--- src/rtl/rifl_rx_link_mgr.sv ---
// RIFL rx link manager: HOLD/ALIGN/WAIT_UP/UP/FAULT bring-up FSM, error-rate fault, retransmit pulses; stats counters under RIFL_RX_LINK_STATS_EN.
// Latency: state and retrans_req are registered, so they respond one cycle after the inputs that cause them.
// Backpressure: none; rx_aligned/rx_up are sampled levels and rx_error is a one-cycle pulse.
`timescale 1ns/1ps
module rifl_rx_link_mgr #(
    parameter int RST_HOLD_CYCLES = 64,
    parameter int ALIGN_TIMEOUT   = 65536,
    parameter int ERR_WINDOW      = 4096,
    parameter int ERR_THRESH      = 8,
    parameter int RETRANS_HOLDOFF = 256,
    parameter int STAT_WIDTH      = 16
) (
    input  logic                  clk,
    input  logic                  rst,
    input  logic                  rx_aligned,
    input  logic                  rx_up,
    input  logic                  rx_error,
    output logic                  frame_rst,
    output logic                  link_up,
    output logic                  retrans_req,
    output logic [2:0]            state,
    output logic [STAT_WIDTH-1:0] err_cnt,
    output logic [STAT_WIDTH-1:0] relock_cnt
);

    localparam int DWELL_MAX = (ALIGN_TIMEOUT > RST_HOLD_CYCLES) ? ALIGN_TIMEOUT : RST_HOLD_CYCLES;
    localparam int DW = $clog2(DWELL_MAX) + 1;
    localparam int WW = $clog2(ERR_WINDOW) + 1;
    localparam int EW = $clog2(ERR_THRESH) + 1;
    localparam int HW = $clog2(RETRANS_HOLDOFF) + 1;

    localparam logic [DW-1:0] HOLD_LAST = DW'(RST_HOLD_CYCLES - 1);
    localparam logic [DW-1:0] TO_LAST   = DW'(ALIGN_TIMEOUT - 1);
    localparam logic [WW-1:0] WIN_LAST  = WW'(ERR_WINDOW - 1);
    localparam logic [EW-1:0] ERR_LIMIT = EW'(ERR_THRESH);
    localparam logic [HW-1:0] HOLDOFF_LD = HW'(RETRANS_HOLDOFF - 1);

    typedef enum logic [2:0] {
        S_HOLD    = 3'd0,
        S_ALIGN   = 3'd1,
        S_WAIT_UP = 3'd2,
        S_UP      = 3'd3,
        S_FAULT   = 3'd4
    } state_t;

    state_t          cur_st;
    state_t          nxt_st;
    logic [DW-1:0]   dwell_cnt;
    logic [WW-1:0]   win_cnt;
    logic [EW-1:0]   win_err;
    logic [EW-1:0]   win_err_nxt;
    logic [HW-1:0]   holdoff_cnt;
    logic            in_up;
    logic            stay_up;
    logic            win_wrap;
    logic            err_trip;

    assign in_up    = (cur_st == S_UP);
    assign stay_up  = in_up && (nxt_st == S_UP);
    assign win_wrap = (win_cnt == WIN_LAST);

    // An error on the wrap cycle opens the new window with a count of one.
    always_comb begin
        win_err_nxt = win_wrap ? EW'(rx_error) : (win_err + EW'(rx_error));
        err_trip    = (win_err_nxt >= ERR_LIMIT);
    end

    always_ff @(posedge clk or posedge rst) begin
        if (rst) begin
            cur_st <= S_HOLD;
        end else begin
            cur_st <= nxt_st;
        end
    end

    always_comb begin
        nxt_st = cur_st;
        case (cur_st)
            S_HOLD: begin
                if (dwell_cnt == HOLD_LAST) nxt_st = S_ALIGN;
            end
            S_ALIGN: begin
                if (rx_aligned)                nxt_st = S_WAIT_UP;
                else if (dwell_cnt == TO_LAST) nxt_st = S_HOLD;
            end
            S_WAIT_UP: begin
                if (rx_up && rx_aligned)       nxt_st = S_UP;
                else if (!rx_aligned)          nxt_st = S_HOLD;
                else if (dwell_cnt == TO_LAST) nxt_st = S_HOLD;
            end
            S_UP: begin
                if (!rx_up || !rx_aligned || err_trip) nxt_st = S_FAULT;
            end
            S_FAULT: nxt_st = S_HOLD;
            default: nxt_st = S_HOLD;
        endcase
    end

    always_comb begin
        frame_rst = (cur_st == S_HOLD);
        link_up   = (cur_st == S_UP);
        state     = cur_st;
    end

    // One dwell counter serves as the HOLD length and the ALIGN/WAIT_UP timeout.
    always_ff @(posedge clk or posedge rst) begin
        if (rst) begin
            dwell_cnt <= '0;
        end else if (nxt_st != cur_st) begin
            dwell_cnt <= '0;
        end else if (cur_st == S_HOLD || cur_st == S_ALIGN || cur_st == S_WAIT_UP) begin
            dwell_cnt <= dwell_cnt + DW'(1);
        end
    end

    always_ff @(posedge clk or posedge rst) begin
        if (rst) begin
            win_cnt     <= '0;
            win_err     <= '0;
            holdoff_cnt <= '0;
            retrans_req <= 1'b0;
        end else begin
            retrans_req <= in_up && rx_error && (holdoff_cnt == '0);
            if (stay_up) begin
                win_cnt <= win_wrap ? '0 : (win_cnt + WW'(1));
                win_err <= win_err_nxt;
                if (rx_error && holdoff_cnt == '0) holdoff_cnt <= HOLDOFF_LD;
                else if (holdoff_cnt != '0)        holdoff_cnt <= holdoff_cnt - HW'(1);
            end else begin
                win_cnt     <= '0;
                win_err     <= '0;
                holdoff_cnt <= '0;
            end
        end
    end

`ifdef RIFL_RX_LINK_STATS_EN
    // A relock event is any entry into HOLD other than through reset.
    logic relock_ev;
    assign relock_ev = (nxt_st == S_HOLD) && (cur_st != S_HOLD);

    always_ff @(posedge clk or posedge rst) begin
        if (rst) begin
            err_cnt    <= '0;
            relock_cnt <= '0;
        end else begin
            if (in_up && rx_error && err_cnt != '1) err_cnt <= err_cnt + STAT_WIDTH'(1);
            if (relock_ev && relock_cnt != '1)      relock_cnt <= relock_cnt + STAT_WIDTH'(1);
        end
    end
`else
    assign err_cnt    = '0;
    assign relock_cnt = '0;
`endif

endmodule

--- config.mk ---
export PLATFORM = sky130hd
export DESIGN_NAME = rifl_rx_link_mgr
export DESIGN_NICKNAME = d
export VERILOG_FILES = /design/src/rtl/rifl_rx_link_mgr.sv
export SDC_FILE = /design/constraint.sdc
export NUM_CORES = 1
export LEC_CHECK = 0
export BUFFER_PORTS_ARGS = -buffer_cell sky130_fd_sc_hd__buf_4
export CAP_MARGIN = 20
export CORE_UTILIZATION = 54
export CTS_BUF_LIST = sky130_fd_sc_hd__clkbuf_2
export DETAILED_ROUTE_END_ITERATION = 16
export PLACE_DENSITY = 0.79
export SKIP_LAST_GASP = 1
export SYNTH_ARGS = -nofsm -noshare
export SYNTH_HDL_FRONTEND = slang
export SYNTH_SLANG_ARGS = --single-unit
export TNS_END_PERCENT = 10
--- constraint.sdc ---
create_clock -name clk -period 7.7 [get_ports clk]
set_input_delay 0.385 -clock clk [delete_from_list [all_inputs] [get_ports clk]]
set_output_delay 0.385 -clock clk [all_outputs]
set_load 0.01 [all_outputs]
==> summary.md, run 1 <==
| Metric | Value |
|---|---|
| Post-route clock period utilization | `33.0%` |
| Initial core utilization | `57.3%` |
| Synth unique cells | `49` |
| Reg-to-reg endpoint | `holdoff_cnt[3]` |
| R2r startpoint | `holdoff_cnt[0]` |
| Largest net degree at the start of global routing | `48` |
| Final hold vios | `0` |
| CP startpoint | `holdoff_cnt[0]` |
| Synthesized area | `0.00278 sq mm` |
| Post-synthesis sequential area ratio | `42.3%` |
| R2R setup slack | `5160 ps` |
| Most frequent cells in the layout | `47 x dfrtp_1, 33 x conb_1, 29 x nor2_1, 15 x nor3_1, 14 x nand2_1` |
| FMAX | `394 MHz` |
| Length in cells of the worst reg-to-reg path | `6` |
| Switch share | `34.1%` |
| Clock buffer count from CTS | `5` |
| Commonest non-fill, non-tap cell in the layout | `dfrtp_1` |
| # setup viols final | `0` |
| I/O pin cnt | `43` |
| Die Footprint | `0.00544 sq mm` |
| CTS tree | `built` |
| Initial antenna violation count | `0` |
| Maximum VDD drop | `0.0000898 V` |
| DIE WIDTH | `73.8 um` |
| Biggest area consumer among synthesized cells | `dfrtp_1` |
| Synth Area per Inst | `9.21 sq um` |
| Status | `finished, final reports clean` |
| Crit path max fanout | `8` |
| Number of setup buffers added after CTS | `0` |
| GRT overflow | `0` |
| Pwr per Cell Area | `183 mW/mm^2` |
| Yosys warning count | `0` |
| CTS Buffer Depth | `2` |
| Core area | `0.00485 sq mm` |
| GPL Wtd Cong | `0.814` |
| Worst setup path endpoint | `holdoff_cnt[3]` |
| Ys flop type | `dfrtp_1` |
| Share of layout cells above drive strength 1 | `9.71%` |
| Via Count | `2135` |
| Area contributors post-synth | `dfrtp_1 42%, buf_4 8.6%, nor2_1 3.9%, ha_1 2.7%, nor3_1 2.7%` |
| Number of H-tree levels | `2` |
| Rows | `25` |
| N_diodes | `0` |
| Clock transition at path regs | `260 ps` |
| # port buffers | `10` |
| Hold Crit Class | `in2reg` |
| Layout fillers | `442` |
| Area of the multi-input gates | `0.00139 sq mm` |
| PostCTS Resize Cnt | `0` |
| Net Switching | `0.178 mW` |
| Mapped Cells | `302` |
| Area grow syn2layout | `2.21%` |
| Final Max Tran Viols | `0` |
| WL final | `5280 um` |
| CTS root buffer | `clkbuf_2` |
| Worst skew pair latency | `440 ps` |
| FFs w/ async S/R, synth | `100%` |
| Crit Path Category | `reg2reg` |
| CP endpoint kind | `flip-flop` |
| First-pass GRT wire length | `9010 um` |
| Flop pwr share | `57.3%` |
| DR pass1 iterations | `4` |
| Minimum clock period after layout | `2540 ps` |
| Max Cap Violations | `0` |
| Vias in the first global route | `1973` |
| DRT iter0 DRCs | `140` |
| Worst Path Arrival | `2870 ps` |
| EDFF count, synth | `0` |
| DR DRC count | `0` |
| Remaining antenna violation count | `0` |
| Total GRT Usage | `21.7%` |
| Comb pwr share | `22.8%` |
| CP startpoint kind | `flip-flop` |
| CP Data Required Time | `8030 ps` |
| Layout Skew | `37.8 ps` |
| Hold slack | `177 ps` |
| Dpl hpwl | `3650 um` |
| WHS Path Cells | `3` |
| RSZ-0062 raised after global routing | `no` |
| #FFs+latches synth | `47` |
| Die Ht | `73.8 um` |
| Total Nets Final | `319` |
| Synth top area share | `42.3%` |
| Rel. slew slack | `35.2%` |
| Sum of negative setup slack | `0 ps` |
| Register Area | `0.00118 sq mm` |
| DR vias/cell | `5.68` |
| Leak Pwr | `1.23 nW` |
| Wire per inst | `14.0 um` |
| Pint | `0.343 mW` |
| CTS sink cnt | `47` |
| Worst-Margin Slew | `965 ps` |
| Clock power frac | `19.9%` |
==> final cells by class <==
type,count,share of cell area (%)
multi-input cells,231,48.7
flip-flops and latches,47,41.4
repair buffers,14,4.23
well taps,67,2.95
inverters,9,1.19
clock buffers,6,1.06
clock inverters,2,0.440
==> critical path: stages, from the launching register on <==
cell and delay, ps:
dfrtp_1 500, inv_1 100, ha_1 200, or4b_1 570, or4_4 590, and2_4 170, a2111oi_2 320
==> worst min-delay path by stage <==
stage / startpoint / endpoint / slack [ps]
CTS: rst / dwell_cnt[15] / 160
global route: rx_error / retrans_req / 160
finish: rx_error / retrans_req / 180
detailed placement: win_cnt[0] / win_cnt[0] / 450
floorplan: win_cnt[0] / win_cnt[0] / 420
global placement: win_cnt[0] / win_cnt[0] / 440
==> cell families after synthesis <==
family | synth area share (%)
fa+ha+maj | 2.70
xor+xnor | 4.73
simple gates | 22.9
compound gates | 14.4
mux | 0.720
other cells | 0.135
buf+inv | 12.2
flops | 42.3
==> synthesized netlist by cell type (all sizes together), types with 2 or more instances <==
library cell / instances
dfrtp: 47
buf: 34
nor2: 29
nor3: 15
nand2: 14
clkbuf: 13
nand4: 11
a21oi: 10
nand3: 10
a211oi: 9
inv: 9
o21ai: 9
or3: 8
xnor2: 8
o211ai: 7
xor2: 7
ha: 6
nor4: 6
and2: 5
and3: 5
a311oi: 4
a31oi: 4
and4: 3
nand2b: 3
a31o: 2
mux2i: 2
nand3b: 2
nor4b: 2
o21a: 2
o31ai: 2
or4: 2
==> sequential cells by signal, indices dropped and copies added, names as in the netlist <==
| name | count |
|---|---|
| retrans_req | 1 |
| state | 3 |
| win_err | 4 |
| holdoff_cnt | 9 |
| win_cnt | 13 |
| dwell_cnt | 17 |
==> power by group through the flow <==
| stage | clock (mW) | combinational (mW) | sequential [mW] |
|---|---|---|---|
| final | 0.104 | 0.119 | 0.298 |
| after CTS | 0.108 | 0.118 | 0.296 |
| after global placement | 0 | 0.115 | 0.300 |
| after floorplan | 0 | 0.106 | 0.290 |
| after global routing | 0.117 | 0.133 | 0.302 |
| after detailed placement | 0 | 0.117 | 0.301 |
==> metrics by stage <==
stage          total power [mW]  instances  worst slack, ps  utilization, %  cell area (sq um)
3_3_place_gp              0.414        366             5280            57.1               2770
5_1_grt                   0.553        376             5010            58.6               2840
6_report                  0.520        376             5160            58.6               2840
3_5_place_dp              0.418        366             5180            57.1               2770
2_1_floorplan             0.396        334             5260               -               2900
4_1_cts                   0.522        374             5160            58.0               2810
==> layer usage <==
layer  track usage (%)  up-vias  wire, um
met3              4.53        8       227
met2              33.8       60      2450
met5                 0        -         0
met1              29.6     1028      2510
li1                  -     1039         -
met4              8.55        0        87
==> what timing repair did <==
action | CTS | global route
setup endpoints to repair | 0 | 0
hold buffers | 0 | 1
hold endpoints to repair | 0 | 5
(Power assumes the default switching activity.)
==> inputs of run 2 (changes only) <==
--- a/config.mk
+++ b/config.mk
@@ -7,10 +7,10 @@
 export LEC_CHECK = 0
 export BUFFER_PORTS_ARGS = -buffer_cell sky130_fd_sc_hd__buf_4
 export CAP_MARGIN = 20
-export CORE_UTILIZATION = 54
+export CORE_UTILIZATION = 53
 export CTS_BUF_LIST = sky130_fd_sc_hd__clkbuf_2
 export DETAILED_ROUTE_END_ITERATION = 16
-export PLACE_DENSITY = 0.79
+export PLACE_DENSITY = 0.81
 export SKIP_LAST_GASP = 1
 export SYNTH_ARGS = -nofsm -noshare
 export SYNTH_HDL_FRONTEND = slang
==> constraint.sdc (replaced) <==
create_clock -name clk -period 2.25 [get_ports clk]
set_input_delay 0.1125 -clock clk [delete_from_list [all_inputs] [get_ports clk]]
set_output_delay 0.1125 -clock clk [all_outputs]
set_load 0.01 [all_outputs]
==> run 2 against run 1 <==
Global-route usage rose by 1.0 points. Power rose to 4.0 times the previous value. Routed wire length rose by 7.2%. First-iteration DRC count fell by 16%. Cell count rose by 5.1%. Critical endpoint is now dwell_cnt[12]. Highest routed layer unchanged.
==> summary.md, run 2 (synthesis results as in run 1) <==
| Metric | Value |
|---|---|
| Status | `finished, final reports clean` |
| GRT overflow | `0 (unchanged)` |
| GPL Wtd Cong | `0.874 (+7.5%)` |
| Fin cells | `395 (+5.1%)` |
| Rows | `25 (unchanged)` |
| # setup viols final | `0 (unchanged)` |
| Hold Crit Class | `in2reg` |
| CP Data Required Time | `2600 ps (-5430 ps)` |
| Via Count | `2240 (+4.9%)` |
| Vias in the first global route | `2047 (+3.8%)` |
| WHS Path Cells | `4 (+1)` |
| DR pass1 iterations | `4 (unchanged)` |
| CTS root buffer | `clkbuf_2` |
| CP max-delay cell | `dfrtp_1` |
| WP depth | `10 (+4)` |
| Pre-CTS WS | `19.7 ps (-5160 ps)` |
| Die Footprint | `0.00554 sq mm (+1.8%)` |
| Max Cap Violations | `0 (unchanged)` |
| CP Buf/Inv Count | `1 (unchanged)` |
| Hold slack | `80.7 ps (-96.5 ps)` |
| Final hold vios | `0 (unchanged)` |
| Die Ht | `74.4 um (+0.92%)` |
| Commonest non-fill, non-tap cell in the layout | `dfrtp_1` |
| Maximum VDD drop | `0.000383 V (+330%)` |
| Worst Path Arrival | `2560 ps (-310 ps)` |
| Post-route clock period utilization | `98.1% (+65 points)` |
| Total GRT Usage | `22.8% (+1.0 points)` |
| Crit-path cells | `ha_2 > and2_0 > nand3_1 > nor2_1 > ha_1 > nor4b_2 > a211o_1 > o211ai_1 > buf_6 > a311oi_1` |
| I/O pin cnt | `43 (unchanged)` |
| Number of H-tree levels | `2 (unchanged)` |
| Clock transition at path regs | `260 ps (about the same)` |
| Pwr per Cell Area | `673 mW/mm^2 (+270%)` |
| Number of setup buffers added after CTS | `0 (unchanged)` |
| Final Max Tran Viols | `0 (unchanged)` |
| CTS Buffer Depth | `2 (unchanged)` |
| Rel. slew slack | `55.2% (+20 points)` |
| Remaining antenna violation count | `0 (unchanged)` |
| N_diodes | `0 (unchanged)` |
| Total Power | `2.06 mW (+300%)` |
| Leak Pwr | `1.34 nW (+9.4%)` |
| Length in cells of the worst reg-to-reg path | `10 (+4)` |
| RSZ-0062 raised after global routing | `yes` |
| DP Area | `0.00292 sq mm (+5.6%)` |
| Worst skew pair latency | `450 ps (about the same)` |
| Worst-Margin Slew | `665 ps (-300 ps)` |
| First-pass GRT wire length | `9490 um (+5.3%)` |
| DIE WIDTH | `74.4 um (+0.92%)` |
| Min-delay src | `rx_up` |
| Area grow syn2layout | `10.2%` |
| # port buffers | `10 (unchanged)` |
| Placed Instances | `384 (+4.9%)` |
| Max FFs per register | `17 (unchanged)` |
| Initial antenna violation count | `0 (unchanged)` |
| DR vias/cell | `5.67 (-0.13%)` |
| Crit path max fanout | `17 (+9)` |
| Largest registers | `dwell_cnt: 17 flops, win_cnt: 13 flops, holdoff_cnt: 9 flops` |
| Largest net degree at the start of global routing | `34 (-29%)` |
| Layout Skew | `32.4 ps (-5.44 ps)` |
| Core area | `0.00488 sq mm (+0.65%)` |
| Layout fillers | `414 (-6.3%)` |
| Crit Path Category | `reg2reg` |
| Reg with most FFs | `dwell_cnt` |
| Most frequent cells in the layout | `47 x dfrtp_1, 33 x conb_1, 29 x nor2_1, 29 x buf_4, 15 x nor3_1` |
| Minimum clock period after layout | `2210 ps (-332 ps)` |
| Post-layout instance area | `0.00306 sq mm (+7.8%)` |
| CP startpoint | `dwell_cnt[0]` |
| CP delay by family, top | `simple AND/OR/NAND/NOR gates` |
| Share of layout cells above drive strength 1 | `15.9% (+6.1 points)` |
| DR DRC count | `0 (unchanged)` |
| Clock buffer count from CTS | `5 (unchanged)` |
| FMAX | `453 MHz (+15%)` |
| Wire per inst | `14.3 um (+2.1%)` |
| CP endpoint kind | `flip-flop` |
| Final WS setup | `43.1 ps (-5120 ps)` |
| Dpl hpwl | `3970 um (+8.8%)` |
| CP max stage delay | `470 ps (-120 ps)` |
| Initial core utilization | `57.0% (-0.37 points)` |
| WL final | `5660 um (+7.2%)` |
| CTS tree | `built` |
| CP startpoint kind | `flip-flop` |
| CTS sink cnt | `47 (unchanged)` |
| Total Nets Final | `338 (+6.0%)` |
| DRT iter0 DRCs | `118 (-16%)` |
| R2r startpoint | `dwell_cnt[0]` |
run 2: metrics by stage:
stage,setup TNS (ps),util (%)
2_1_floorplan,-208,-
3_3_place_gp,0,59.9
3_5_place_dp,0,59.9
4_1_cts,0,62.5
5_1_grt,-364,62.8
6_report,0,62.8
run 2: final timing paths:
check	end	slack [ps]
worst max register to register	dwell_cnt[12]	40
max in group asynchronous	win_err[0]	1380
min in group asynchronous	state[2]	130
worst min register to register	win_cnt[0]	470
worst min-delay path	state[1]	80
worst max-delay path	dwell_cnt[12]	40
run 2: layout make-up:
| type | instances | area (sq um) | area share [%] |
|---|---|---|---|
| inverter | 9 | 33.8 | 1.10 |
| timing repair buffer | 33 | 259 | 8.45 |
| clock inverter | 3 | 67.6 | 2.20 |
| tap | 67 | 83.8 | 2.74 |
| clock buffer | 5 | 25.0 | 0.817 |
| multi-input combinational | 231 | 1420 | 46.3 |
| sequential | 47 | 1180 | 38.4 |
run 2: report_power, final:
part	switching, mW	total (mW)	internal (mW)
Sequential	0.0850	1.01	0.921
Combinational	0.267	0.478	0.211
Clock	0.279	0.577	0.298
run 2: worst reg2reg max path, cell delays in order, from the launching register on:
cell and delay (ps):
dfrtp_1 470, ha_2 220, and2_0 170, nand3_1 80, nor2_1 40, ha_1 220, nor4b_2 280, a211o_1 130
o211ai_1 100, buf_6 180, a311oi_1 240
run 2: timing repair:
action / 4_1_cts / 5_1_grt
resized for setup: 1 / 3
setup endpoints to repair: 2 / 19
pin swaps: 0 / 1
endpoints found under the hold margin: 17 / 0
hold buffers: 3 / 0
run 2: per-layer routing:
layer / vias up / track usage [%] / part of all wire, %
met4: 0 / 10.1 / 1.3
met1: 1085 / 31.4 / 44
li1: 1074 / - / -
met5: - / 0 / 0
met3: 7 / 4.07 / 5.5
met2: 74 / 35.2 / 49
==> inputs of run 3 (changes only) <==
--- a/config.mk
+++ b/config.mk
@@ -7,10 +7,10 @@
 export LEC_CHECK = 0
 export BUFFER_PORTS_ARGS = -buffer_cell sky130_fd_sc_hd__buf_4
 export CAP_MARGIN = 20
-export CORE_UTILIZATION = 53
+export CORE_UTILIZATION = 54
 export CTS_BUF_LIST = sky130_fd_sc_hd__clkbuf_2
 export DETAILED_ROUTE_END_ITERATION = 16
-export PLACE_DENSITY = 0.81
+export PLACE_DENSITY = 0.79
 export SKIP_LAST_GASP = 1
 export SYNTH_ARGS = -nofsm -noshare
 export SYNTH_HDL_FRONTEND = slang
==> constraint.sdc (replaced) <==
create_clock -name clk -period 2.5 [get_ports clk]
set_input_delay 0.125 -clock clk [delete_from_list [all_inputs] [get_ports clk]]
set_output_delay 0.125 -clock clk [all_outputs]
set_load 0.01 [all_outputs]
==> run 3 against run 2 <==
Worst setup slack gained 75 ps. Fmax shrank 7.4%. Count of clock-buffer cells in the layout grew 2. Clock skew shrank 0.58 ps. Clock power shrank 46%. Die area shrank 1.8%. Via count shrank 1.6%. Largest power group unchanged.
==> summary.md, run 3 (synthesis results as in run 1) <==
| Metric | Value |
|---|---|
| Sum of negative setup slack | `0 ps (unchanged)` |
| Placed Instances | `375 (-2.3%)` |
| Final Max Tran Viols | `0 (unchanged)` |
| DIE WIDTH | `73.8 um (-0.91%)` |
| CP startpoint kind | `flip-flop` |
| Initial antenna violation count | `0 (unchanged)` |
| Reg with most FFs | `dwell_cnt` |
| Met2 routed WL | `2810 um (+1.7%)` |
| Min-delay src | `rx_up` |
| FMAX | `420 MHz (-7.4%)` |
| Vias in the first global route | `2094 (+2.3%)` |
| Max Cap Violations | `0 (unchanged)` |
| Total Power | `1.62 mW (-22%)` |
| Commonest non-fill, non-tap cell in the layout | `dfrtp_1` |
| Switch share | `33.4% (+2.8 points)` |
| Rows | `25 (unchanged)` |
| N_diodes | `0 (unchanged)` |
| Fin cells | `386 (-2.3%)` |
| CP Data Required Time | `2840 ps (+240 ps)` |
| Layout Skew | `31.8 ps (-0.577 ps)` |
| Clock power frac | `19.3% (-8.7 points)` |
| CTS Buffer Depth | `2 (unchanged)` |
| Leak Pwr | `1.28 nW (-4.8%)` |
| Worst-Margin Slew | `953 ps (+288 ps)` |
| Pwr per Cell Area | `555 mW/mm^2 (-18%)` |
| # setup viols final | `0 (unchanged)` |
| Final Util | `60.1% (-2.7 points)` |
| Post-route clock period utilization | `95.3% (-2.8 points)` |
| Remaining antenna violation count | `0 (unchanged)` |
| CTS tree | `built` |
| Net Switching | `0.539 mW (-14%)` |
| Maximum VDD drop | `0.000375 V (-2.1%)` |
| Via Count | `2205 (-1.6%)` |
| M1 wire length | `2550 um (+1.3%)` |
| GRT overflow | `0 (unchanged)` |
| Most frequent cells in the layout | `47 x dfrtp_1, 33 x conb_1, 29 x nor2_1, 21 x buf_4, 15 x nor3_1` |
| Max FFs per register | `17 (unchanged)` |
| DR vias/cell | `5.71 (+0.73%)` |
| Comb pwr share | `24.5% (+1.3 points)` |
| Hold slack | `132 ps (+51.1 ps)` |
| Final hold vios | `0 (unchanged)` |
| Area grow syn2layout | `4.77%` |
| Number of H-tree levels | `2 (unchanged)` |
| Total Nets Final | `329 (-2.7%)` |
| DR pass1 iterations | `4 (unchanged)` |
| DR DRC count | `0 (unchanged)` |
| Wire per inst | `14.6 um (+1.6%)` |
| Reg-to-reg endpoint | `holdoff_cnt[3]` |
| RSZ-0062 raised after global routing | `no` |
| CTS root buffer | `clkbuf_2` |
| Rel. slew slack | `36.4% (-19 points)` |
| Status | `finished, final reports clean` |
| Minimum clock period after layout | `2380 ps (+175 ps)` |
| Routed wl met3 | `202 um (-35%)` |
| I/O pin cnt | `43 (unchanged)` |
| WHS Path Cells | `4 (unchanged)` |
| Top Layer Used | `met4` |
| CTS sink cnt | `47 (unchanged)` |
| Total GRT Usage | `23.0% (+0.26 points)` |
| Length in cells of the worst reg-to-reg path | `6 (-4)` |
| DRT iter0 DRCs | `99 (-16%)` |
| Crit path max fanout | `8 (-9)` |
| R2R setup slack | `120 ps (+70 ps)` |
| Worst skew pair latency | `420 ps (-30 ps)` |
| Share of layout cells above drive strength 1 | `12.2% (-3.6 points)` |
| CP endpoint kind | `flip-flop` |
| WL final | `5620 um (-0.74%)` |
| GPL Wtd Cong | `0.862 (-1.4%)` |
| Initial core utilization | `57.3% (+0.37 points)` |
| First-pass GRT wire length | `9550 um (+0.65%)` |
| Hold Crit Class | `in2reg` |
| Hold Path Sink | `state[1]` |
| # port buffers | `10 (unchanged)` |
| Largest registers | `dwell_cnt: 17 flops, win_cnt: 13 flops, holdoff_cnt: 9 flops` |
| Core area | `0.00485 sq mm (-0.64%)` |
| Worst Path Arrival | `2730 ps (+170 ps)` |
| Largest net degree at the start of global routing | `48 (+41%)` |
| CP startpoint | `holdoff_cnt[0]` |
| Flop pwr share | `56.1% (+7.3 points)` |
| Die Ht | `73.8 um (-0.91%)` |
| Pint | `1.08 mW (-25%)` |
| R2r startpoint | `holdoff_cnt[0]` |
| Clock transition at path regs | `230 ps (-30 ps)` |
| Dpl hpwl | `4050 um (+2.0%)` |
| Crit Path Category | `reg2reg` |
| Clock buffer count from CTS | `5 (unchanged)` |
| Number of setup buffers added after CTS | `0 (unchanged)` |
| Die Footprint | `0.00544 sq mm (-1.8%)` |
[run 3: cell count changes in the layout (fill, tap and decap cells not counted), sizes merged]
cell and delta:
buf -9, clkbuf +2, clkinvlp -1, clkinv +1, bufinv -2
[run 3: critical path, stage by stage, from the launching register on]
cell and delay (ps):
dfrtp_1 500, inv_1 90, ha_1 190, or4b_1 480, or4_4 560, and2_4 170, a2111oi_2 310
[run 3: how the worst max path moves through the flow]
stage / end / cells past startpoint / slack, ps
after floorplan: dwell_cnt[3] / 11 / 60
after detailed placement: holdoff_cnt[3] / 6 / 150
final: holdoff_cnt[3] / 6 / 120
after CTS: holdoff_cnt[3] / 6 / 120
after global routing: holdoff_cnt[3] / 6 / 20
after global placement: holdoff_cnt[3] / 6 / 240
[run 3: through the flow]
stage	worst slack, ps	area [sq um]
5_1_grt	19.9	2910
2_1_floorplan	64.7	2900
4_1_cts	116	2910
3_3_place_gp	238	2840
3_5_place_dp	155	2840
6_report	118	2910
[run 3: layer usage]
| metal | GRT usage, % | up-vias |
|---|---|---|
| met5 | 0 | - |
| met3 | 3.84 | 8 |
| met4 | 6.84 | 0 |
| li1 | - | 1061 |
| met2 | 39.0 | 62 |
| met1 | 30.1 | 1074 |
[run 3: layout make-up]
class | instances | area (sq um)
clock inverter | 1 | 5.00
multi-input combinational | 231 | 1390
fill | 429 | 1940
inverter | 9 | 33.8
timing repair buffer | 24 | 188
sequential | 47 | 1180
tap | 67 | 83.8
clock buffer | 7 | 35.0
[run 3: repair_timing]
action                     CTS  global route
hold buffers                 3             0
resized for setup            0             1
hold endpoints to repair    49             0
setup endpoints to repair    0             2
[run 3: power by group through the flow]
stage / Combinational (mW) / Clock (mW) / Sequential, mW
CTS: 0.398 / 0.322 / 0.905
detailed placement: 0.391 / 0 / 0.919
finish: 0.397 / 0.312 / 0.907
global placement: 0.380 / 0 / 0.912
global route: 0.450 / 0.354 / 0.921
floorplan: 0.326 / 0 / 0.895
